**src/rtl/enc_pkg.sv**
```systemverilog
// -----------------------------------------------------------------------------
// enc_pkg
// Shared constants, the sequencer state type and a population-count helper
// for the serialising 16-to-4 priority encoder.
// -----------------------------------------------------------------------------
package enc_pkg;

   localparam int N_IN   = 16;          // request vector width
   localparam int CODE_W = 4;           // log2(N_IN)
   localparam int CNT_W  = CODE_W + 1;  // holds 0..N_IN pending codes

   typedef enum logic [0:0] {
      IDLE = 1'b0,
      SCAN = 1'b1
   } state_t;

   // Number of set bits in a request vector; seeds the pending-code counter.
   function automatic logic [CNT_W-1:0] popcount(input logic [N_IN-1:0] vec);
      logic [CNT_W-1:0] sum;
      sum = {CNT_W{1'b0}};
      for (int i = 0; i < N_IN; i++) begin
         sum = sum + {{(CNT_W-1){1'b0}}, vec[i]};
      end
      return sum;
   endfunction

endpackage : enc_pkg

```
**src/rtl/pri_enc_ffs.sv**
```systemverilog
// -----------------------------------------------------------------------------
// pri_enc_ffs
// Combinational find-first-set: index of the lowest set bit of a 16-bit vector.
// Ports:
//   vec  in  [N_IN-1:0]   vector to search
//   idx  out [CODE_W-1:0] index of the lowest set bit (0 when vec is zero)
//   any  out 1            at least one bit of vec is set
// -----------------------------------------------------------------------------
module pri_enc_ffs
   import enc_pkg::*;
(
   input  logic [N_IN-1:0]   vec,
   output logic [CODE_W-1:0] idx,
   output logic              any
);

   // Scan from the top down so the lowest set bit is the last one to win.
   always_comb begin
      idx = {CODE_W{1'b0}};
      any = |vec;
      for (int i = N_IN - 1; i >= 0; i--) begin
         idx = vec[i] ? CODE_W'(i) : idx;
      end
   end

endmodule : pri_enc_ffs

```
**src/rtl/priority_encoder_16x4.sv**
```systemverilog
// -----------------------------------------------------------------------------
// priority_encoder_16x4
// Captures a 16-bit request vector and serialises the index of every set bit,
// lowest first, one code per accepted output beat. Feeds decoder_4x16.
// Ports:
//   clk         in   rising-edge clock
//   rst         in   synchronous active-high reset
//   e           in   enable; gates acceptance of new vectors in IDLE
//   req         in   [15:0] request vector
//   req_valid   in   req is valid
//   req_ready   out  block can capture req (IDLE and e)
//   code        out  [3:0] index of the lowest pending request
//   code_valid  out  code is valid (SCAN)
//   code_ready  in   consumer accepts code
//   last        out  current code is the final one of the vector
//   cnt         out  [4:0] pending codes remaining
//   none        out  one-cycle pulse after an all-zero vector was accepted
// -----------------------------------------------------------------------------
module priority_encoder_16x4
   import enc_pkg::*;
(
   input  logic              clk,
   input  logic              rst,
   input  logic              e,
   input  logic [N_IN-1:0]   req,
   input  logic              req_valid,
   output logic              req_ready,
   output logic [CODE_W-1:0] code,
   output logic              code_valid,
   input  logic              code_ready,
   output logic              last,
   output logic [CNT_W-1:0]  cnt,
   output logic              none
);

   state_t             state_r;
   state_t             state_nx_s;
   logic [N_IN-1:0]    pend_r;
   logic [N_IN-1:0]    pend_nx_s;
   logic [CNT_W-1:0]   cnt_r;
   logic [CNT_W-1:0]   cnt_nx_s;
   logic               none_r;
   logic               none_nx_s;

   logic [CODE_W-1:0]  code_s;
   logic               any_s;
   logic [N_IN-1:0]    clr_mask_s;
   logic               accept_s;
   logic               beat_s;
   logic               last_s;

   pri_enc_ffs u_ffs (
      .vec (pend_r),
      .idx (code_s),
      .any (any_s)
   );

   // One-hot mask of the code currently being presented; cleared on a beat.
   assign clr_mask_s = {{(N_IN-1){1'b0}}, 1'b1} << code_s;

   assign accept_s = (state_r == IDLE) && e && req_valid;
   assign beat_s   = (state_r == SCAN) && code_ready && any_s;
   assign last_s   = (state_r == SCAN) && (cnt_r == CNT_W'(1));

   // Next-state, pending-vector and counter update.
   always_comb begin
      state_nx_s = state_r;
      pend_nx_s  = pend_r;
      cnt_nx_s   = cnt_r;
      none_nx_s  = 1'b0;
      case (state_r)
         IDLE: begin
            if (accept_s) begin
               if (req != {N_IN{1'b0}}) begin
                  pend_nx_s  = req;
                  cnt_nx_s   = popcount(req);
                  state_nx_s = SCAN;
               end else begin
                  none_nx_s  = 1'b1;
               end
            end else begin
               state_nx_s = IDLE;
            end
         end
         SCAN: begin
            if (beat_s) begin
               pend_nx_s = pend_r & ~clr_mask_s;
               cnt_nx_s  = cnt_r - CNT_W'(1);
               if (last_s) begin
                  state_nx_s = IDLE;
               end else begin
                  state_nx_s = SCAN;
               end
            end else begin
               state_nx_s = SCAN;
            end
         end
         default: begin
            state_nx_s = IDLE;
            pend_nx_s  = {N_IN{1'b0}};
            cnt_nx_s   = {CNT_W{1'b0}};
         end
      endcase
   end

   // State, pending vector, counter and none pulse registers.
   always_ff @(posedge clk) begin
      if (rst) begin
         state_r <= IDLE;
         pend_r  <= {N_IN{1'b0}};
         cnt_r   <= {CNT_W{1'b0}};
         none_r  <= 1'b0;
      end else begin
         state_r <= state_nx_s;
         pend_r  <= pend_nx_s;
         cnt_r   <= cnt_nx_s;
         none_r  <= none_nx_s;
      end
   end

   // Outputs derive from registered state only, except req_ready which
   // follows the enable while idle.
   assign req_ready  = (state_r == IDLE) && e;
   assign code_valid = (state_r == SCAN);
   assign code       = code_s;
   assign last       = last_s;
   assign cnt        = cnt_r;
   assign none       = none_r;

endmodule : priority_encoder_16x4
```
**config.mk**
```make
export PLATFORM = sky130hd
export DESIGN_NAME = priority_encoder_16x4
export DESIGN_NICKNAME = d
export VERILOG_FILES = /design/src/rtl/enc_pkg.sv /design/src/rtl/pri_enc_ffs.sv /design/src/rtl/priority_encoder_16x4.sv
export SDC_FILE = /design/constraint.sdc
export NUM_CORES = 1
export LEC_CHECK = 0
export ABC_AREA = 1
export CAP_MARGIN = 20
export CORE_MARGIN = 5
export CORE_UTILIZATION = 23
export CTS_BUF_LIST = sky130_fd_sc_hd__clkbuf_16
export DETAILED_ROUTE_END_ITERATION = 8
export GPL_ROUTABILITY_DRIVEN = 0
export SLEW_MARGIN = 15
export SYNTH_ARGS = -nofsm -noshare
export SYNTH_HDL_FRONTEND = slang
export SYNTH_HIERARCHICAL = 1
export SYNTH_SLANG_ARGS = --single-unit
```
**constraint.sdc**
```tcl
create_clock -name clk -period 3.5 [get_ports clk]
set_clock_uncertainty 0.05 [all_clocks]
set_input_delay 0.35 -clock clk [delete_from_list [all_inputs] [get_ports clk]]
set_output_delay 0.35 -clock clk [all_outputs]
set_load 0.005 [all_outputs]
```
Yosys cells after proc, flatten, opt, wreduce, memory -nomap -nowiden
Cells that the tools add are included.
- output and inout bits: 13
- register bits after elaboration: 23
- logic and storage cells: 68
- input bits: 21
- multiplexer cells: 30
- shift operators: 1
- equality and inequality tests: 4
- bitwise logic cells: 4
- add/sub/neg operators: 16
- reductions and logical operators: 9
- operator list (kind ; count):
    two-way mux 4 bit ; 16
    adder 5 x 1 -> 5 bit ; 11
    two-way mux 16 bit ; 3
    one-hot mux 16 bit (2 select lines) ; 1
    AND 16 bit ; 1
    inverter 16 bit ; 1
    nonzero test 16 bit ; 1
    OR reduction 16 bit ; 1
    << shifter 1 x 4 -> 16 bit, first input constant ; 1
    two-way mux 5 bit ; 3
    one-hot mux 5 bit (2 select lines) ; 1
    adder 4 x 1 -> 5 bit ; 1
    == test 5 x 1 -> 1 bit, second input constant ; 1
    logical AND 1 bit ; 5
    two-way mux 1 bit ; 5
    subtractor 5 x 1 -> 5 bit, second input constant ; 1
    adder 3 x 1 -> 4 bit ; 1
    != test 2 x 1 -> 1 bit, second input constant ; 2
    adder 2 x 1 -> 3 bit ; 1
    AND reduction 3 bit ; 1
    OR reduction 3 bit ; 1
    adder 1 x 1 -> 2 bit ; 1
    != test 2 bit, second input constant ; 1
    inverter 1 bit ; 2
    one-hot mux 1 bit (2 select lines) ; 1

Depth between registers and ports, before layout
- word-level depth: 21
- mapped depth: 22
- depth with buffers taken out: 21

Hierarchy
The synthesis kept the hierarchy.
- modules (own cells, without submodules) (module ; area each (µm²) ; cells an instance ; instances ; sequential area each (µm²)):
    priority_encoder_16x4 ; 1933.1 ; 275 ; 1 ; 460.4
    pri_enc_ffs ; 209.0 ; 49 ; 1 ; 0.0

Least setup slack after synthesis
OpenSTA, ideal clock, no wires.
- path kind: input port to flip-flop
- start: in req[0]
- end: reg cnt_r[2] (netlist: cnt[2])
- stages: 15
- setup slack: -0.055 ns
- arrival: 3.441 ns
- buffers on the path: 0
- library setup time: 0.064 ns
- cell sequence: inv_1 fa_1 fa_1 fa_1 fa_1 inv_1 ha_1 inv_1 fa_1 xor2_1 o21ai_0 inv_1 nand2_1 nand2_1 nor2_1
- longest elaborated chain between the ends: 18
- elaborated cells between the ends (all ways): 21
- those cells by class: add/sub (15); eq/ne (1); mux (3); reduce/logical (2)
- RTL lines (item ; line ; RTL):
    start, declared ; priority_encoder_16x4.sv:25 ; input logic [N_IN-1:0] req,
    adder 1 x 1 -> 2 bit ; enc_pkg.sv:22 ; sum = sum + {{(CNT_W-1){1'b0}}, vec[i]};
    adder 2 x 1 -> 3 bit ; enc_pkg.sv:22 ;
    adder 3 x 1 -> 4 bit ; enc_pkg.sv:22 ;
    adder 4 x 1 -> 5 bit ; enc_pkg.sv:22 ;
    adder 5 x 1 -> 5 bit (11 in a row) ; enc_pkg.sv:22 ;
    two-way mux 5 bit ; priority_encoder_16x4.sv:74 ; if (req != {N_IN{1'b0}}) begin
    two-way mux 5 bit ; priority_encoder_16x4.sv:73 ; if (accept_s) begin
    one-hot mux 5 bit (2 select lines) ; priority_encoder_16x4.sv:71 ; case (state_r)
    end signal, assigned ; priority_encoder_16x4.sv:111 ; cnt_r <= {CNT_W{1'b0}};
    end signal, assigned ; priority_encoder_16x4.sv:116 ; cnt_r <= cnt_nx_s;
    end, declared ; priority_encoder_16x4.sv:40 ; logic [CNT_W-1:0] cnt_r;
Parallel ways exist; a longest one is shown, timed or not. The select of a mux whose other input is x is not followed.
A chain may end at the register's enable or synchronous reset.

Final worst setup path
- start: in req[13]
- end: reg cnt_r[2] (netlist: cnt[2])
- longest elaborated chain between the ends: 6
- elaborated cells between the ends (all ways): 9
- those cells by class: add/sub (3); eq/ne (1); mux (3); reduce/logical (2)
- RTL lines (item ; line):
    adder 5 x 1 -> 5 bit (3 in a row) ; enc_pkg.sv:22
    two-way mux 5 bit ; priority_encoder_16x4.sv:74
    two-way mux 5 bit ; priority_encoder_16x4.sv:73
    one-hot mux 5 bit (2 select lines) ; priority_encoder_16x4.sv:71
Parallel ways exist; a longest one is shown, timed or not. The select of a mux whose other input is x is not followed.

==> impl_results.md <==
* Final Max Tran Viols at 0
* DP HPWL at between 4000 and 5000 um
* Worst hold slack at roughly 0.43 ns
* Crit-path max FO at 2
* Avg Cell Area, Syn at about 6.6 um2
* Critical path type: input pin to flip-flop
* Max Fclk at 295 MHz
* Worst Setup End Kind: flip-flop
* First-pass GRT wire length at just over 10000 um
* Final setup viols at 0
* Initial Util at between 20% and 30%
* Largest net degree at the start of global routing at 38
* Vias in the first global route at ~2200
* Die width at roughly 110 um
* H-tree levels at 1
* Row count at 35
* Core area at ~0.009 mm2
* Worst vdd ir at around 0.22 mV
* CP max stage delay at slightly above 0.5 ns
* CP startpoint: req[13]
* Fin crit share at between 90% and 100%
* Die height at between 100 and 150 um
* DRC Markers at 0
* Number of max-cap violations at 0
* 1st-iter DRT viols at 183
* Total vias in the final route at between 2000 and 2500
* Post-Synthesis Cells at 324
* Die area at ~0.011 mm2
* Root buffer cell: clkbuf_16
* Grt ovf at 0
* Outcome: finished, final reports clean
* CP Capture Point: cnt[2]
* Ranking of synthesized cells by area: dfxtp_1 21%, nand2_1 11%, fa_1 9.3%
* RR Startpoint: pend_r[13]
* HP Class: input pin to flip-flop
* Buffers on Ports at 33
* # IOs at 34
* R2R Setup Slk at between 1 and 1.5 ns
* Clock slew at reported path FFs at 0.06 ns
* Drt total wl at about 5800 um
* Endpoints failing hold at 0
* GRT Total Usage at a little over a tenth
* TritonCTS clock tree: built
* CTS Hold Bufs at 0
* Most common cell after layout, fill and taps aside: nand2_1
* Mapped cell area at around 0.0021 mm2
* Layout cells sized above 1 at a little over a fifth
* Final Total Pwr at roughly 1200 uW
* Fillers at about 980
* Synth cell types at 26
* FF+latch count, synth at 23
* Crit path required time at around 3.7 ns
* Worst skew pair latency at ~0.26 ns
* R2R cell count at 20
* CTS Sinks at 23
* Syn Nets at between 300 and 400
* Worst Setup Start Kind: input pin
* Slew HR at 64.5%
* Drt wl/cell at 12.1 um
* Initial antenna violation count at 0
* Top cell by count, worst path: fa_1
* RR Endpoint: pend_r[6]
* Area Overhead vs Synth at 29.6%
* PwrDens at between 400 and 500 mW/mm2
* RSZ-0062 raised after global routing: true
* Yosys top cell by area: dfxtp_1
* Synthesis Warnings at 6
* Post-synth top area share at a little over a fifth
* Seq/Total Area, Yosys at 21.5%
* Crit path arrival time at 3.54 ns
* Num CTS Buffers at 3
* Vias per inst at 4.58
* Routed Antenna Nets at 0
* Leakage power total at roughly 0.0012 uW
* TritonRoute pass-1 iters at 5
* Worst-Margin Slew at about 0.53 ns
* Most frequent cells in the layout: 62 x nand2_1, 39 x inv_1, 38 x nand3_1, 34 x nor2_1, 25 x buf_4
* Nets at approximately 400
* Min Tclk post-route at 3.39 ns
* Ant diodes at 0
* CP max-delay cell: fa_1
* Clock tree buffer depth at 2
* Crit path cell chain: clkdlybuf4s15_2, inv_2, fa_1, fa_1, fa_1, fa_1, inv_2, ha_4, inv_2, fa_2, xor2_1, o21ai_1, inv_1, nand2_1, nand2_1, nor2_1
## worst max-delay path, delay by kind of cell
kind            cells  cell delay, ns
buf+inv             5            0.41
simple gates        3            0.21
xor+xnor            1            0.15
fa+ha+maj           6            2.32
compound gates      1            0.11
## metrics by stage
step                util (%)  instances  instance area (um2)  TNS (ns)  setup slack, ns
finish                  30.3        481                 2780         0            0.114
global placement        28.8        470                 2640     -2.43           -0.609
CTS                     30.0        479                 2740         0          0.00378
global route            30.3        481                 2780   -0.0527          -0.0286
detailed placement      28.8        470                 2640     -2.74           -0.674
floorplan                  -        324                 2140         0          0.00236
## worst min path at each step
| stage | from | cells after the start | endpoint |
|---|---|---|---|
| floorplan | pend_r[2] | 2 | pend_r[2] |
| global placement | pend_r[3] | 2 | pend_r[3] |
| detailed placement | pend_r[9] | 2 | pend_r[9] |
| CTS | pend_r[9] | 2 | pend_r[9] |
| global route | pend_r[14] | 2 | pend_r[14] |
| finish | req[7] | 6 | none |
## layout make-up
type / count / area, um2 / share of cell area, %
Clock inverter: 1 / 5.00 / 0.180
Tap cell: 111 / 139 / 5.00
Clock buffer: 3 / 75.1 / 2.71
Inverter: 57 / 219 / 7.89
Multi-Input combinational cell: 227 / 1360 / 49.1
Timing Repair Buffer: 59 / 513 / 18.5
Sequential cell: 23 / 460 / 16.6
## timing repair
action,CTS,global route
gates resized for setup,37,18
setup endpoints to repair,4,3
pin swaps,8,11
buffers inserted,5,1
endpoints found under the hold margin,0,0
## power breakdown
| part | internal (uW) | total, uW | switching (uW) | leakage (uW) |
|---|---|---|---|---|
| Combinational | 285 | 653 | 368 | 0.000978 |
| Sequential | 284 | 308 | 24.3 | 0.000188 |
| Clock | 154 | 254 | 100 | 0.0000409 |
| Total | 723 | 1220 | 493 | 0.00121 |
## sequential cells by signal (all words and copies together), names as in the netlist
name and count:
pend_r 16, cnt 5, code_valid 1, none 1
## synth_stat cells
cell	instances
nand3_2	9
o21ai_0	17
nor3_1	3
nand2_1	62
nor4_1	1
nand2_2	2
inv_1	50
or2_1	1
buf_2	6
buf_4	4
inv_2	7
nand3_1	38
nor2_1	34
fa_1	10
clkbuf_1	3
a21oi_2	10
nand3b_1	1
clkbuf_2	1
a21oi_1	11
ha_1	8
buf_12	1
and3_4	1
dfxtp_1	23
nand4_1	18
xor2_1	1
buf_6	2
## cell families (layout without fill, tap and decap cells)
logic type | Yosys count | after routing | synth area share [%]
compound gates | 38 | 38 | 10.6
xor+xnor | 1 | 1 | 0.409
fa+ha+maj | 18 | 18 | 14.0
buf+inv | 74 | 120 | 15.5
flops | 23 | 23 | 21.5
simple gates | 170 | 170 | 37.9
## per-layer routing
layer / part of all wire [%] / GRT usage, % / vias up
li1: - / - / 1131
met1: 46 / 14.1 / 1000
met2: 49 / 18.2 / 60
met3: 3.7 / 1.58 / 13
met4: 2.1 / 3.47 / 0
met5: 0 / 0 / -
No activity file was read; power rests on OpenSTA's default activity.
==> RTL change 1, RTL diff (same flow settings) <==
Reset style: asynchronous (`rst`), changed in one clocked block. Comments in the files are not updated.
--- a/src/rtl/priority_encoder_16x4.sv
+++ b/src/rtl/priority_encoder_16x4.sv
@@ -104,7 +104,7 @@
    end
 
    // State, pending vector, counter and none pulse registers.
-   always_ff @(posedge clk) begin
+   always_ff @(posedge clk or posedge rst) begin
       if (rst) begin
          state_r <= IDLE;
          pend_r  <= {N_IN{1'b0}};
Formal check against the unedited RTL: differs if rst is asserted again (counterexample within 4 cycles, from zero or initial values and one cycle with rst high); with rst held inactive, the same outputs for 4 cycles.
==> RTL change 1 against the original RTL <==
  * First-iteration DRC count down 15%
  * Synthesized area down 1.4%
  * Sequential cell count unchanged
  * Final area down 3.2%
  * Core utilization down 0.82 points
  * Critical path depth down 1
  * Worst setup slack better by 0.015 ns
  * Routed wire length down 1.1%
  * Count of clock-buffer cells in the layout unchanged
  * Worst hold slack worse by 0.14 ns
  * Critical endpoint is now cnt[4]$_DFFE_PP0P_
  * Highest routed layer unchanged
Power is not compared: it rests on default switching activity, and its combinational part moved more than twofold at a synthesized area within 25%.
==> RTL change 1: results (changes against the original RTL) <==
Outcome
  • Status: completed (unchanged)

Routing
  • Routed Wire Length: 5750 um (was 5810 um)
  • Met2 wire length: 2720 um (was 2820 um)
  • Drt first pass iters: 4 (was 5)
  • Met3 wire len: 280 um (was 213 um)

Cells and area
  • Inverter count: 58 (was 57)
  • Register Area: 576 um^2 (was 460 um^2)
  • Fill count: 994 (was 983)
  • #MultiIn Comb: 218 (was 227)
  • Multi-input gate area: 1240 um^2 (was 1360 um^2)
  • Share of cells above drive strength 1: 0.148 (was 0.219)
  • NonClk Buf Share: 0.163 (was 0.185)

Yosys
  • Ranking of synthesized cells by area: dfrtp_1 (27%), nand2_1 (13%), nand3_1 (12%) (was dfxtp_1 (21%), nand2_1 (11%), fa_1 (9.3%))
  • Mapped Nets: 352 (was 363)
  • Compound-Gate Fraction of Synth Area: 0.0646 (was 0.106)
  • Post-synthesis adder-cell area fraction: 0.142 (was 0.140)
  • Mapped Cells: 313 (was 324)
  • Seq/Total Area, Yosys: 0.273 (was 0.215)
  • Post-synthesis mux area share: 0.00474 (was 0)
  • XOR/XNOR Fraction of Synth Area: 0 (was 0.00409)
  • Most frequent cells after synthesis: nand2_1 (74), nand3_1 (52), inv_1 (51), dfrtp_1 (23) (was nand2_1 (62), inv_1 (50), nand3_1 (38), nor2_1 (34), dfxtp_1 (23))

Hold path
  • Worst hold path type: in -> async (was in -> reg)

Timing
  • Hold Slack: 0.294 ns (was 0.433 ns)
  • Worst-Margin Slew: 0.985 ns (was 0.531 ns)

GRT
  • Total Routing Usage GR: 0.107 (was 0.108)
  • Met2 GRT Util: 0.173 (was 0.182)
  • First-pass GRT wire length: 9880 um (was 10100 um)
  • M3 GR Usage: 0.0147 (was 0.0158)
  • Largest net degree at the start of global routing: 34 (was 38)

Worst setup path
  • Worst R2R Setup Slack: 0.86 ns (was 1.03 ns)
  • FF-to-FF path depth: 13 (was 20)

Die
  • Chip Width: 106 um (was 107 um)

CTS
  • Buffer count from post-CTS setup fixing: 2 (was 5)
RTL change 1: cell count changes after synthesis, sizes merged, moves of 3 or more:
cell	change
nand2	+12
a21oi	-17
dfxtp	-23
buf	-3
nor2	-13
dfrtp	+23
o21ai	+4
nand3	+5
RTL change 1: worst max path at each step:
stage | endpoint | from | slack, ns | cells after the start
after floorplan | cnt[4]$_DFFE_PP0P_ | req[0] | 0.002 | 14
after global placement | cnt[4]$_DFFE_PP0P_ | req[0] | -0.61 | 15
after detailed placement | cnt[4]$_DFFE_PP0P_ | req[5] | -0.67 | 15
after CTS | cnt[4]$_DFFE_PP0P_ | req[9] | 0.0003 | 15
after global routing | cnt[4]$_DFFE_PP0P_ | req[11] | 0.001 | 15
final | cnt[4]$_DFFE_PP0P_ | req[11] | 0.13 | 15
RTL change 1: worst register-to-register path: cells and delay by family, from the launching register on:
family / cells / cell delay, ns
buffers and inverters: 1 / 0.35
AND/OR/NAND/NOR: 10 / 1.65
flip-flops: 1 / 0.39
AO/OA/AOI/OAI: 2 / 0.14
==> RTL change 2, RTL diff (same flow settings) <==
Without the edit above. The package constant `N_IN` goes from 16 to 15.
--- a/src/rtl/enc_pkg.sv
+++ b/src/rtl/enc_pkg.sv
@@ -5,7 +5,7 @@
 // -----------------------------------------------------------------------------
 package enc_pkg;
 
-   localparam int N_IN   = 16;          // request vector width
+   localparam int N_IN   = 15;          // request vector width
    localparam int CODE_W = 4;           // log2(N_IN)
    localparam int CNT_W  = CODE_W + 1;  // holds 0..N_IN pending codes
 
Interface: changed (resized req); port bits go from 34 to 33. The function was not compared with the original's and may differ.
==> RTL change 2 against the original RTL <==
  * Clock power fell by 2%
  * Non-clock buffer count is 12 lower
  * Total power shrank 10%
  * Largest cell class unchanged
  * Critical endpoint is now cnt[1]$_SDFFE_PP0P_
  * Sequential cell count fell by 1
  * Critical path depth shrank 3
  * Fmax decreased by 1.4%
  * Worst setup slack got worse by 0.048 ns
  * Routed wire length fell by 4.5%
  * Highest routed layer unchanged
  * Synthesized area decreased by 4.9%
  * Register-to-register slack better by 0.27 ns
  * Final area fell by 6.9%
==> RTL change 2: results (changes against the original RTL) <==
Yosys
  • Mapped Cells: 338 (was 324)
  • Most frequent cells after synthesis: nand2_1 (81), inv_1 (59), nor2_1 (46), nand3_1 (42), a21oi_1 (24) (was nand2_1 (62), inv_1 (50), nand3_1 (38), nor2_1 (34), dfxtp_1 (23))
  • Compound-Gate Fraction of Synth Area: 0.0952 (was 0.106)
  • Synth unique cells: 25 (was 26)
  • Post-synthesis adder-cell area fraction: 0.129 (was 0.140)
  • Ranking of synthesized cells by area: dfxtp_1 (22%), nand2_1 (15%), inv_1 (11%) (was dfxtp_1 (21%), nand2_1 (11%), fa_1 (9.3%))

Cells and area
  • Fill count: 968 (was 983)
  • Non-Filler Instances: 483 (was 481)
  • Max FFs per register: 15 (was 16)

GRT
  • First-pass GRT wire length: 9710 um (was 10100 um)
  • Total Routing Usage GR: 0.106 (was 0.108)
  • Largest net degree at the start of global routing: 42 (was 38)

CTS
  • Resize count post-CTS: 28 (was 37)
  • Buffer count from post-CTS setup fixing: 1 (was 5)

Timing
  • Hold Slack: 0.416 ns (was 0.433 ns)

Worst setup path
  • FF-to-FF path depth: 19 (was 20)
  • CP arrival: 3.59 ns (was 3.54 ns)
  • Worst R2R Setup Slack: 1.30 ns (was 1.03 ns)

Routing
  • Vias: 2119 (was 2204)
  • DRT iter0 DRCs: 203 (was 183)
  • M1 wire length: 2830 um (was 2650 um)
  • Drt first pass iters: 4 (was 5)
  • Routed Wire Length: 5550 um (was 5810 um)

Power and ir drop
  • VDD IR max: 0.185 mV (was 0.217 mV)

Outcome
  • Status: completed (unchanged)

Place
  • Dpl ws: -0.630 ns (was -0.674 ns)
  • Placed Instance Area: 2500 um^2 (was 2640 um^2)
==> RTL change 2: changes by cell type in the layout (fill, tap and decap cells not counted), sizes merged, moves of 3 or more <==
cell,delta
inv,+4
nor3,+3
o21ai,-4
nand3,-4
nor2,+12
ha,-3
buf,-11
a21oi,+4
nand2,+18
nand4,-16
==> RTL change 2: power breakdown <==
group / total, mW / leakage (nW) / internal (mW) / switching [mW]
sequential: 0.308 / 0.182 / 0.277 / 0.0309
combinational: 0.530 / 1.04 / 0.237 / 0.294
clock: 0.250 / 0.0385 / 0.153 / 0.0975
total: 1.09 / 1.26 / 0.667 / 0.422
==> RTL change 2: final cells by class <==
class | count | area [um^2] | share of cell area
multi-input combinational | 241 | 1270 | 0.494
sequential | 22 | 440 | 0.171
timing repair buffer | 47 | 424 | 0.164
inverter | 61 | 229 | 0.0887
tap | 108 | 135 | 0.0523
clock buffer | 3 | 75.1 | 0.0291
clock inverter | 1 | 3.75 | 0.00145
